--- config.mk ---
export PLATFORM = sky130hd
export DESIGN_NAME = reg_scoreboard_flat
export DESIGN_NICKNAME = d
export VERILOG_FILES = /design/src/rtl/global_pkg.sv /design/src/rtl/reg_scoreboard_if.sv /design/src/rtl/reg_scoreboard_fifo.sv /design/src/rtl/reg_scoreboard.sv /design/src/flat_wrapper.sv
export SDC_FILE = /design/constraint.sdc
export NUM_CORES = 1
export LEC_CHECK = 0
export CAP_MARGIN = 20
export CORE_MARGIN = 2
export CORE_UTILIZATION = 53
export DETAILED_ROUTE_END_ITERATION = 16
export PLACE_DENSITY = 0.84
export REMOVE_ABC_BUFFERS = 1
export SLEW_MARGIN = 10
export SYNTH_ARGS = -nofsm -noshare
export SYNTH_HDL_FRONTEND = slang
export SYNTH_HIERARCHICAL = 1
export SYNTH_SLANG_ARGS = --single-unit
export TNS_END_PERCENT = 20
--- constraint.sdc ---
create_clock -name clk -period 3.3 [get_ports clk]
set_clock_uncertainty 0.05 [all_clocks]
set_input_delay 0.66 -clock clk [delete_from_list [all_inputs] [get_ports clk]]
set_output_delay 0.66 -clock clk [all_outputs]
set_load 0.05 [all_outputs]
--- src/rtl/global_pkg.sv ---
// Shared core-wide constants and the register-address type used by the scoreboard slice.
package global_pkg;

    localparam int BIT_DEPTH      = 32;
    localparam int LOG_PORT_DEPTH = 5;

    localparam logic [4:0] REG_ZERO = 5'd0;

    typedef logic [LOG_PORT_DEPTH-1:0] reg_addr_t;

endpackage

--- src/rtl/reg_scoreboard_if.sv ---
// Decode-issue / writeback-retire bundle between the pipeline (master) and the scoreboard (slave).
interface reg_scoreboard_if #(
    parameter int LOG_PORT_DEPTH = global_pkg::LOG_PORT_DEPTH,
    parameter int INFLIGHT_DEPTH = 4
);

    logic                              IssueValid;
    logic [LOG_PORT_DEPTH-1:0]         IssueRs;
    logic [LOG_PORT_DEPTH-1:0]         IssueRt;
    logic                              IssueUseRt;
    logic                              IssueRegWrite;
    logic [LOG_PORT_DEPTH-1:0]         IssueDest;
    logic                              Stall;
    logic                              RetireValid;
    logic [LOG_PORT_DEPTH-1:0]         RetireAddr;
    logic [$clog2(INFLIGHT_DEPTH):0]   InFlight;
    logic                              OrderErr;

    modport master (
        output IssueValid, IssueRs, IssueRt, IssueUseRt, IssueRegWrite, IssueDest,
        output RetireValid, RetireAddr,
        input  Stall, InFlight, OrderErr
    );

    modport slave (
        input  IssueValid, IssueRs, IssueRt, IssueUseRt, IssueRegWrite, IssueDest,
        input  RetireValid, RetireAddr,
        output Stall, InFlight, OrderErr
    );

endinterface

--- src/rtl/reg_scoreboard_fifo.sv ---
// inflight_fifo: in-order queue of outstanding destinations; pointers carry an extra wrap bit.
module inflight_fifo #(
    parameter int WIDTH = 5,
    parameter int DEPTH = 4,
    localparam int PTR_W = $clog2(DEPTH)
) (
    input  logic             clk,
    input  logic             rst,
    input  logic             push,
    input  logic [WIDTH-1:0] push_data,
    input  logic             pop,
    output logic [WIDTH-1:0] head,
    output logic [PTR_W:0]   count
);

    logic [WIDTH-1:0] mem_q [DEPTH];
    logic [WIDTH-1:0] mem_d [DEPTH];
    logic [PTR_W:0]   wr_q, wr_d;
    logic [PTR_W:0]   rd_q, rd_d;

    // The owner never pushes when full nor pops when empty, so no guards here.
    always_comb begin
        mem_d = mem_q;
        wr_d  = wr_q;
        rd_d  = rd_q;
        if (push) begin
            mem_d[wr_q[PTR_W-1:0]] = push_data;
            wr_d                   = wr_q + 1'b1;
        end
        if (pop) begin
            rd_d = rd_q + 1'b1;
        end
    end

    always_ff @(posedge clk) begin
        if (rst) begin
            wr_q <= '0;
            rd_q <= '0;
        end else begin
            wr_q <= wr_d;
            rd_q <= rd_d;
        end
    end

    always_ff @(posedge clk) begin
        mem_q <= mem_d;
    end

    assign head  = mem_q[rd_q[PTR_W-1:0]];
    assign count = wr_q - rd_q;

endmodule

--- src/rtl/reg_scoreboard.sv ---
// RAW/WAW decode-stall scoreboard with an in-order retire check.
// Define REG_SCOREBOARD_BYPASS_EN to let an in-order retire unblock its dependants in the same cycle.
module reg_scoreboard
    import global_pkg::*;
#(
    parameter int BIT_DEPTH      = global_pkg::BIT_DEPTH,
    parameter int LOG_PORT_DEPTH = global_pkg::LOG_PORT_DEPTH,
    parameter int INFLIGHT_DEPTH = 4
) (
    input logic            clk,
    input logic            rst,
    reg_scoreboard_if.slave sb
);

    localparam int NUM_REGS = 2 ** LOG_PORT_DEPTH;
    localparam int CNT_W    = $clog2(INFLIGHT_DEPTH) + 1;
    localparam logic [LOG_PORT_DEPTH-1:0] ZERO = LOG_PORT_DEPTH'(REG_ZERO);

    if (BIT_DEPTH < 1 || INFLIGHT_DEPTH < 2 || (INFLIGHT_DEPTH & (INFLIGHT_DEPTH - 1)) != 0) begin : g_bad_param
        $error("reg_scoreboard: INFLIGHT_DEPTH must be a power of two >= 2");
    end

    logic [NUM_REGS-1:0]       pend_q, pend_d, pend_view;
    logic [LOG_PORT_DEPTH-1:0] fifo_head;
    logic [CNT_W-1:0]          fifo_count;
    logic                      order_err_q, order_err_d;
    logic                      retire_nz, retire_hit;
    logic                      hazard, full, stall, accept;

    // pend_view is what the hazard check sees; only bypass builds hide a retiring register.
    always_comb begin
        retire_nz  = sb.RetireValid && (sb.RetireAddr != ZERO);
        retire_hit = retire_nz && (fifo_count != '0) && (fifo_head == sb.RetireAddr);

        pend_view = pend_q;
`ifdef REG_SCOREBOARD_BYPASS_EN
        if (retire_hit) begin
            pend_view[sb.RetireAddr] = 1'b0;
        end
`endif
        pend_view[0] = 1'b0;

        hazard = sb.IssueValid &&
                 (pend_view[sb.IssueRs] ||
                  (sb.IssueUseRt    && pend_view[sb.IssueRt]) ||
                  (sb.IssueRegWrite && pend_view[sb.IssueDest]));
        full   = sb.IssueValid && sb.IssueRegWrite && (sb.IssueDest != ZERO) &&
                 (fifo_count == CNT_W'(INFLIGHT_DEPTH));
        stall  = hazard || full;
        accept = sb.IssueValid && !stall && sb.IssueRegWrite && (sb.IssueDest != ZERO);

        pend_d = pend_q;
        if (retire_hit) begin
            pend_d[sb.RetireAddr] = 1'b0;
        end
        if (accept) begin
            pend_d[sb.IssueDest] = 1'b1;
        end
        pend_d[0] = 1'b0;

        order_err_d = order_err_q || (retire_nz && !retire_hit);
    end

    always_ff @(posedge clk) begin
        if (rst) begin
            pend_q      <= '0;
            order_err_q <= 1'b0;
        end else begin
            pend_q      <= pend_d;
            order_err_q <= order_err_d;
        end
    end

    inflight_fifo #(
        .WIDTH (LOG_PORT_DEPTH),
        .DEPTH (INFLIGHT_DEPTH)
    ) u_fifo (
        .clk       (clk),
        .rst       (rst),
        .push      (accept),
        .push_data (sb.IssueDest),
        .pop       (retire_hit),
        .head      (fifo_head),
        .count     (fifo_count)
    );

    assign sb.Stall    = stall;
    assign sb.InFlight = fifo_count;
    assign sb.OrderErr = order_err_q;

endmodule

--- src/flat_wrapper.sv ---
// flat-port wrapper written by rule: the top's interface ports become plain ports
module reg_scoreboard_flat import global_pkg::*;
#(
    parameter int BIT_DEPTH      = global_pkg::BIT_DEPTH,
    parameter int LOG_PORT_DEPTH = global_pkg::LOG_PORT_DEPTH,
    parameter int INFLIGHT_DEPTH = 4
)
  (clk, rst, sb_IssueValid, sb_IssueRs, sb_IssueRt, sb_IssueUseRt, sb_IssueRegWrite, sb_IssueDest, sb_RetireValid, sb_RetireAddr, sb_Stall, sb_InFlight, sb_OrderErr);
  reg_scoreboard_if #(.LOG_PORT_DEPTH(LOG_PORT_DEPTH), .INFLIGHT_DEPTH(INFLIGHT_DEPTH)) sb_i ();
  input logic clk;
  input logic rst;
  input wire logic [$bits(sb_i.IssueValid)-1:0] sb_IssueValid;
  input wire logic [$bits(sb_i.IssueRs)-1:0] sb_IssueRs;
  input wire logic [$bits(sb_i.IssueRt)-1:0] sb_IssueRt;
  input wire logic [$bits(sb_i.IssueUseRt)-1:0] sb_IssueUseRt;
  input wire logic [$bits(sb_i.IssueRegWrite)-1:0] sb_IssueRegWrite;
  input wire logic [$bits(sb_i.IssueDest)-1:0] sb_IssueDest;
  input wire logic [$bits(sb_i.RetireValid)-1:0] sb_RetireValid;
  input wire logic [$bits(sb_i.RetireAddr)-1:0] sb_RetireAddr;
  output wire logic [$bits(sb_i.Stall)-1:0] sb_Stall;
  output wire logic [$bits(sb_i.InFlight)-1:0] sb_InFlight;
  output wire logic [$bits(sb_i.OrderErr)-1:0] sb_OrderErr;
  assign sb_i.IssueValid = sb_IssueValid;
  assign sb_i.IssueRs = sb_IssueRs;
  assign sb_i.IssueRt = sb_IssueRt;
  assign sb_i.IssueUseRt = sb_IssueUseRt;
  assign sb_i.IssueRegWrite = sb_IssueRegWrite;
  assign sb_i.IssueDest = sb_IssueDest;
  assign sb_i.RetireValid = sb_RetireValid;
  assign sb_i.RetireAddr = sb_RetireAddr;
  assign sb_Stall = sb_i.Stall;
  assign sb_InFlight = sb_i.InFlight;
  assign sb_OrderErr = sb_i.OrderErr;
  reg_scoreboard #(.BIT_DEPTH(BIT_DEPTH), .LOG_PORT_DEPTH(LOG_PORT_DEPTH), .INFLIGHT_DEPTH(INFLIGHT_DEPTH)) u_core (.clk(clk), .rst(rst), .sb(sb_i));
endmodule
==> results of run 1 <==
-- power groups by stage --
stage / Clock [mW] / Sequential (mW) / Combinational, mW
6_report: 0.641 / 0.754 / 0.239
3_3_place_gp: 0 / 0.768 / 0.221
5_1_grt: 0.680 / 0.754 / 0.252
3_5_place_dp: 0 / 0.769 / 0.227
4_1_cts: 0.648 / 0.753 / 0.234
2_1_floorplan: 0 / 0.771 / 0.0873
-- cell usage in the layout (no fill, tap or decap), types with 5 or more instances in the layout --
master	Yosys	routed
buf_2	9	5
buf_4	1	43
buf_6	5	6
clkbuf_8	0	10
clkdlybuf4s50_1	0	18
dfxtp_1	38	37
edfxtp_1	20	20
ha_1	6	5
inv_1	11	11
mux2i_1	14	13
mux4_2	17	20
nand2_1	39	39
nand3_1	6	6
nand3b_1	9	9
nor2_1	9	9
nor2b_1	32	32
nor3_1	32	32
o21ai_0	34	28
o21ai_1	31	33
xnor2_1	6	6
-- path summary, 6_finish.rpt --
kind | start | to | cells past startpoint
worst min register to register | u_core/sb.OrderErr$_SDFF_PP0_ | u_core/sb.OrderErr$_SDFF_PP0_ | 2
worst min-delay path | u_core/sb.OrderErr$_SDFF_PP0_ | u_core/sb.OrderErr$_SDFF_PP0_ | 2
worst max register to register | u_core/u_fifo/wr_q[0]$_SDFFE_PP0P_ | u_core/pend_q[22]$_SDFF_PP0_ | 11
worst max-delay path | sb_IssueDest[0] | sb_Stall | 9
-- cell families (layout without fill, tap and decap cells) --
kind of cell | Yosys count | after routing | synth area share (%)
AO/OA/AOI/OAI | 83 | 83 | 12.5
XOR/XNOR | 9 | 9 | 2.09
adder cells (fa/ha/maj) | 7 | 7 | 2.52
buffers and inverters | 39 | 103 | 5.27
flip-flops | 58 | 58 | 36.1
multiplexers | 41 | 41 | 19.6
AND/OR/NAND/NOR | 153 | 153 | 21.9
-- repair_timing --
| action | in CTS | in global routing |
|---|---|---|
| buffers inserted | 4 | 1 |
| hold buffers | 0 | 0 |
| setup endpoints to repair | 38 | 28 |
| pin swaps | 7 | 4 |
| gates cloned | 0 | 0 |
| resized for setup | 47 | 23 |
-- worst max-delay path: cells and delay by family --
family | cells | cell delay [ns]
simple gates | 1 | 0.38
compound gates | 4 | 1.05
mux | 1 | 0.20
buf+inv | 3 | 0.34
-- final cells by class --
cell class | instances | area (um2)
clock inverter | 3 | 38.8
tap | 96 | 120
sequential | 58 | 1360
clock buffer | 13 | 149
multi-input combinational | 293 | 2260
timing repair buffer | 76 | 644
fill | 555 | 2210
inverter | 11 | 41.3
-- per-layer routing --
metal	wire, um	up-vias	GRT usage (%)
li1	-	1549	-
met1	4170	1640	35.1
met2	5330	215	46.1
met3	1020	33	8.49
met4	261	0	13.6
met5	0	-	0
-- sequential cells by signal (all words and copies together) (netlist names) --
name / cells
u_core/u_fifo/wr_q: 3
u_core/u_fifo/mem_q: 20
u_core/u_fifo/rd_q: 3
u_core/sb.OrderErr: 1
u_core/pend_q: 31
-- stage by stage --
| stage | worst slack, ns | hold slack, ns | utilization (%) |
|---|---|---|---|
| after floorplan | -0.675 | 0.464 | - |
| after global placement | -0.611 | 0.402 | 63.8 |
| after detailed placement | -0.668 | 0.419 | 63.8 |
| after CTS | -0.115 | 0.438 | 67.1 |
| after global routing | -0.0892 | 0.463 | 67.6 |
| final | -0.0493 | 0.438 | 67.6 |
==> flow_summary.ini, run 1 <==
[run_status]
failed_checks = negative setup slack
status = complete, but fails checks

[floorplan]
num_rows = 30
io-pin-count = 31
die_w_um = 88.4
coreArea_mm2 = 0.00683
start_util_pct = 55.2
die_y_um = 88.4
die_area_mm2 = 0.00781

[synthesis]
synth_area_leader_cell = dfxtp_1
synthFlopType = dfxtp_1
synthTopCellsByArea = dfxtp_1, edfxtp_1, mux4_2
ys_seq_area_share_pct = 36.1
yosysWarnings = 6
synthArstFlopShare_pct = 0
synth_top_area_share_pct = 20.2
synth_enable_flop_cells = 20
synth.distinct_cells = 46
synth-seq-cells = 58
synth_area_mm2 = 0.00377
yosysMostFrequentCell = nand2_1
synth_cells = 390
synth_common_cells = nand2_1, dfxtp_1, o21ai_0
avgSynthCellArea_um2 = 9.67

[power_and_ir_drop]
p_int_mw = 1.22
p_seq_share_pct = 46.1
switching_share_pct = 25.4
switching_power_mw = 0.414
p_leak_nw = 1.67
p_total_mw = 1.63
power_frac_comb_pct = 14.6
peakVddDrop_mv = 0.265
powerDensity_mw_per_mm2 = 354
p_clk_share_pct = 39.2

[timing]
tightest_slew_ns = 0.846
relSlewSlack_pct = 42.9
period_needed_ns = 3.35
rsz0062_at_grt = true
period_share_pct = 101
postLayoutSetupSlackWorst_ns = -0.0493
tns_ns = -0.0493
drv_slew = 0
hold_viol = 0
clock.fmax_mhz = 299
setup_violations = 1

[placed_design]
placed_area_mm2 = 0.00436
dp_cells = 530
io_buffers = 30
dp_hpwl_um = 7610
gp_congestion = 0.915

[global_route]
antenna_found_initial = 0
grt_pass1_vias = 3306
grt_pass1_wl_um = 16600
track_usage_pct = 28.5
grt_max_degree = 40
grt_overflow_total = 0

[clock_tree]
numClockSinks = 58
clk_latency_ns = 0.34
cts_tree = built
cts_max_level = 3
cts-root-buf = clkbuf_8
cts_made_buffers = 9
clk_path_buf_depth = 2
cts.clk_slew.worst_paths_ns = 0.06

[routing]
vias_per_cell = 6.25
drt_wl_total_um = 10800
vias = 3437
firstDrtPassIters = 6
wl_per_cell_um = 19.6
drt_iter0_drc = 472
antenna_left = 0
post-route-drc-count = 0

[setup_path]
arrival_ns = 2.64
reg2reg_slack_ns = 0.04
worst_path_max_delay_cell = a221o_2
crit_chain = buf_6, buf_6, mux2i_1, o22ai_1, or3_1, a211o_1, a221o_2, o31a_1, buf_6
crit_fanout = 4
critPathRequiredTime_ns = 2.59
critical-path-max-stage-delay_ns = 0.40
startpoint_type = primary input
critPathKind = in -> out
crit_path_end_kind = output pin
cpMostUsedCell = buf_6

[cells_and_area]
fin_area_mm2 = 0.00462
final_layout_size_suffix_gt1_share_pct = 26.0
area_growth_pct = 22.4
fin_nets = 482
fin_cells = 550
num_antenna_cells = 0

[hold_path]
hp-class = reg -> reg

[run]
maxCapViolCount = 0
Power figures use the tool's default switching activity.
==> run 2: changes to the inputs <==
--- a/config.mk
+++ b/config.mk
@@ -5,11 +5,13 @@
 export SDC_FILE = /design/constraint.sdc
 export NUM_CORES = 1
 export LEC_CHECK = 0
+export ABC_AREA = 1
 export CAP_MARGIN = 20
 export CORE_MARGIN = 2
 export CORE_UTILIZATION = 53
 export DETAILED_ROUTE_END_ITERATION = 16
-export PLACE_DENSITY = 0.84
+export PLACE_DENSITY = 0.83
+export RECOVER_POWER = 25
 export REMOVE_ABC_BUFFERS = 1
 export SLEW_MARGIN = 10
 export SYNTH_ARGS = -nofsm -noshare
==> flow_summary.ini, run 2 <==
[routing]
antenna_left = 0
post-route-drc-count = 0
wl_met2_um = 5820
vias = 4419
drt_iter0_drc = 488
top_layer = met4
drt_wl_total_um = 12500
wl_met3_um = 1120
vias_per_cell = 5.80
firstDrtPassIters = 6
wl_met1_um = 5140
wl_per_cell_um = 16.4

[synthesis]
synth_common_cells = nand2_1, inv_1, nand3_1
synth-seq-cells = 58
synth_area_leader_cell = dfxtp_1
synthFlopType = dfxtp_1
synth_top_area_share_pct = 19.3
yosysMostFrequentCell = nand2_1
synth_cells = 616
yosysWarnings = 6
synthTopCellsByArea = dfxtp_1, nand2_1, edfxtp_1
synth_area_mm2 = 0.00394
avgSynthCellArea_um2 = 6.40
ys_seq_area_share_pct = 34.5
synth.distinct_cells = 28
synthArstFlopShare_pct = 0
synth_enable_flop_cells = 20

[cells_and_area]
area_growth_pct = 16.3
final_common_cell = nand2_1
largest_register_ffs = 31
top_register = u_core/pend_q
fin_nets = 691
final_cell_mix = nand2_1, nand3_1, inv_1
num_antenna_cells = 0
final_layout_size_suffix_gt1_share_pct = 7.99
fillers = 684
top_regs = u_core/pend_q x31, u_core/u_fifo/mem_q x20

[run]
maxCapViolCount = 0

[timing]
hold_viol = 0
worst_hold_slack_ns = 0.465
tightest_slew_ns = 0.510
period_needed_ns = 3.19
setup_violations = 0
rsz0062_at_grt = false
drv_slew = 0
period_share_pct = 96.7
relSlewSlack_pct = 65.9
postLayoutSetupSlackWorst_ns = 0.110
clock.fmax_mhz = 314
tns_ns = 0

[floorplan]
start_util_pct = 54.6
die_area_mm2 = 0.00814
coreArea_mm2 = 0.00721
io-pin-count = 31
die_w_um = 90.2
num_rows = 31
die_y_um = 90.2

[setup_path]
cpMostUsedCell = nand2_1
crit_chain = dlygate4sd3_1, clkbuf_1, nor3_1, nand2_1, nand2_1, nor2_1, nand2_1, nand2_1, nand3_2, nand2_4, o21ai_2, buf_12
path_buf_inv = 3
critPathRequiredTime_ns = 2.59
arrival_ns = 2.48
critical-path-max-stage-delay_ns = 0.62
critPathKind = in -> out
crit_path_end_kind = output pin
startpoint_type = primary input
path_delay_family = buffers and inverters
worst_path_max_delay_cell = dlygate4sd3_1
crit_fanout = 5

[power_and_ir_drop]
p_int_mw = 1.11
switching_share_pct = 30.0
powerDensity_mw_per_mm2 = 347
peakVddDrop_mv = 0.281
p_clk_share_pct = 34.6
p_seq_share_pct = 47.6
switching_power_mw = 0.477
p_leak_nw = 1.96
power_frac_comb_pct = 17.8

[placed_design]
pre_cts_slack_ns = 0.0521
dp_hpwl_um = 9020
gp_congestion = 1.00
io_buffers = 30

[global_route]
antenna_found_initial = 0
grt_pass1_wl_um = 20200
grt_pass1_vias = 4145
grt_overflow_total = 0
track_usage_pct = 31.0
grt_max_degree = 34

[run_status]
status = finished clean

[hold_path]
hp-class = reg -> reg

[clock_tree]
cts-root-buf = clkbuf_8
clk_path_buf_depth = 2
numClockSinks = 58
cts_tree = built
cts.clk_slew.worst_paths_ns = 0.06
cts_made_buffers = 9
cts.repair.resized = 1
hold_buffers = 0
clk_latency_ns = 0.35
cts_max_level = 3
postCtsSetupRepairBufs = 0
==> run 2: cell count changes after synthesis, moves of 31 or more <==
cell / previous run / this run
a21oi_1: 3 / 35
inv_1: 11 / 76
nor2_1: 9 / 46
nand2_1: 39 / 192
nand3_1: 6 / 76
nand4_1: 0 / 31
nor2b_1: 32 / 0
o21ai_1: 31 / 0
==> run 2: logic make-up (layout without fill, tap and decap cells) <==
family,Yosys count,after routing,share of synthesized area (%)
AOI/OAI and AO/OA,74,74,9.65
xor gates and xnor gates,3,3,0.667
adders and majority gates,7,7,2.41
buffers and inverters,107,154,12.3
DFF,58,58,34.5
and+or+nand+nor,367,367,40.4
==> run 2: cell type report <==
cell class	instances	area, um2	area share, %
Clock inverter	6	33.8	0.737
Clock buffer	10	128	2.78
Tap cell	99	124	2.70
Multi-Input combinational cell	451	2120	46.2
Timing Repair Buffer	57	514	11.2
Sequential cell	58	1360	29.7
Inverter	81	304	6.63
==> run 2: power by group through the flow <==
stage	Sequential, mW	Clock (mW)	Combinational [mW]
CTS	0.756	0.559	0.275
floorplan	0.773	0	0.128
detailed placement	0.772	0	0.275
global placement	0.771	0	0.268
global route	0.757	0.591	0.305
finish	0.756	0.551	0.283
==> run 2: per-stage QoR <==
step / area, um2 / power (mW) / std cells / utilization (%)
detailed placement: 4410 / 1.05 / 746 / 61.1
floorplan: 3760 / 0.901 / 590 / -
global route: 4580 / 1.65 / 762 / 63.5
CTS: 4570 / 1.59 / 762 / 63.4
finish: 4580 / 1.59 / 762 / 63.5
global placement: 4410 / 1.04 / 746 / 61.1
==> run 2: final timing paths <==
path,to,from,slack [ns],depth (start not counted)
setup / recovery,sb_Stall,sb_IssueDest[3],0.11,12
hold / removal,u_core/pend_q[13]$_SDFF_PP0_,u_core/pend_q[13]$_SDFF_PP0_,0.47,2
setup reg to reg,u_core/pend_q[27]$_SDFF_PP0_,u_core/u_fifo/wr_q[0]$_SDFFE_PP0P_,0.28,12
hold reg to reg,u_core/pend_q[13]$_SDFF_PP0_,u_core/pend_q[13]$_SDFF_PP0_,0.47,2
==> run 2: worst reg2reg max path: stages (launching register included) <==
cell	delay, ns
dfxtp_1	0.39
inv_1	0.12
ha_1	0.23
fa_1	0.47
inv_1	0.05
or2_2	0.29
nor2_1	0.16
nor4_1	0.09
nand3_1	0.18
clkinv_1	0.36
nand2_1	0.30
o21ai_0	0.12
a21oi_1	0.15
==> run 2: per-layer routing <==
layer	GRT usage, %	vias up
met5	0	-
met4	10.3	0
met3	5.62	39
met2	50.4	245
met1	42.0	2032
li1	-	2103
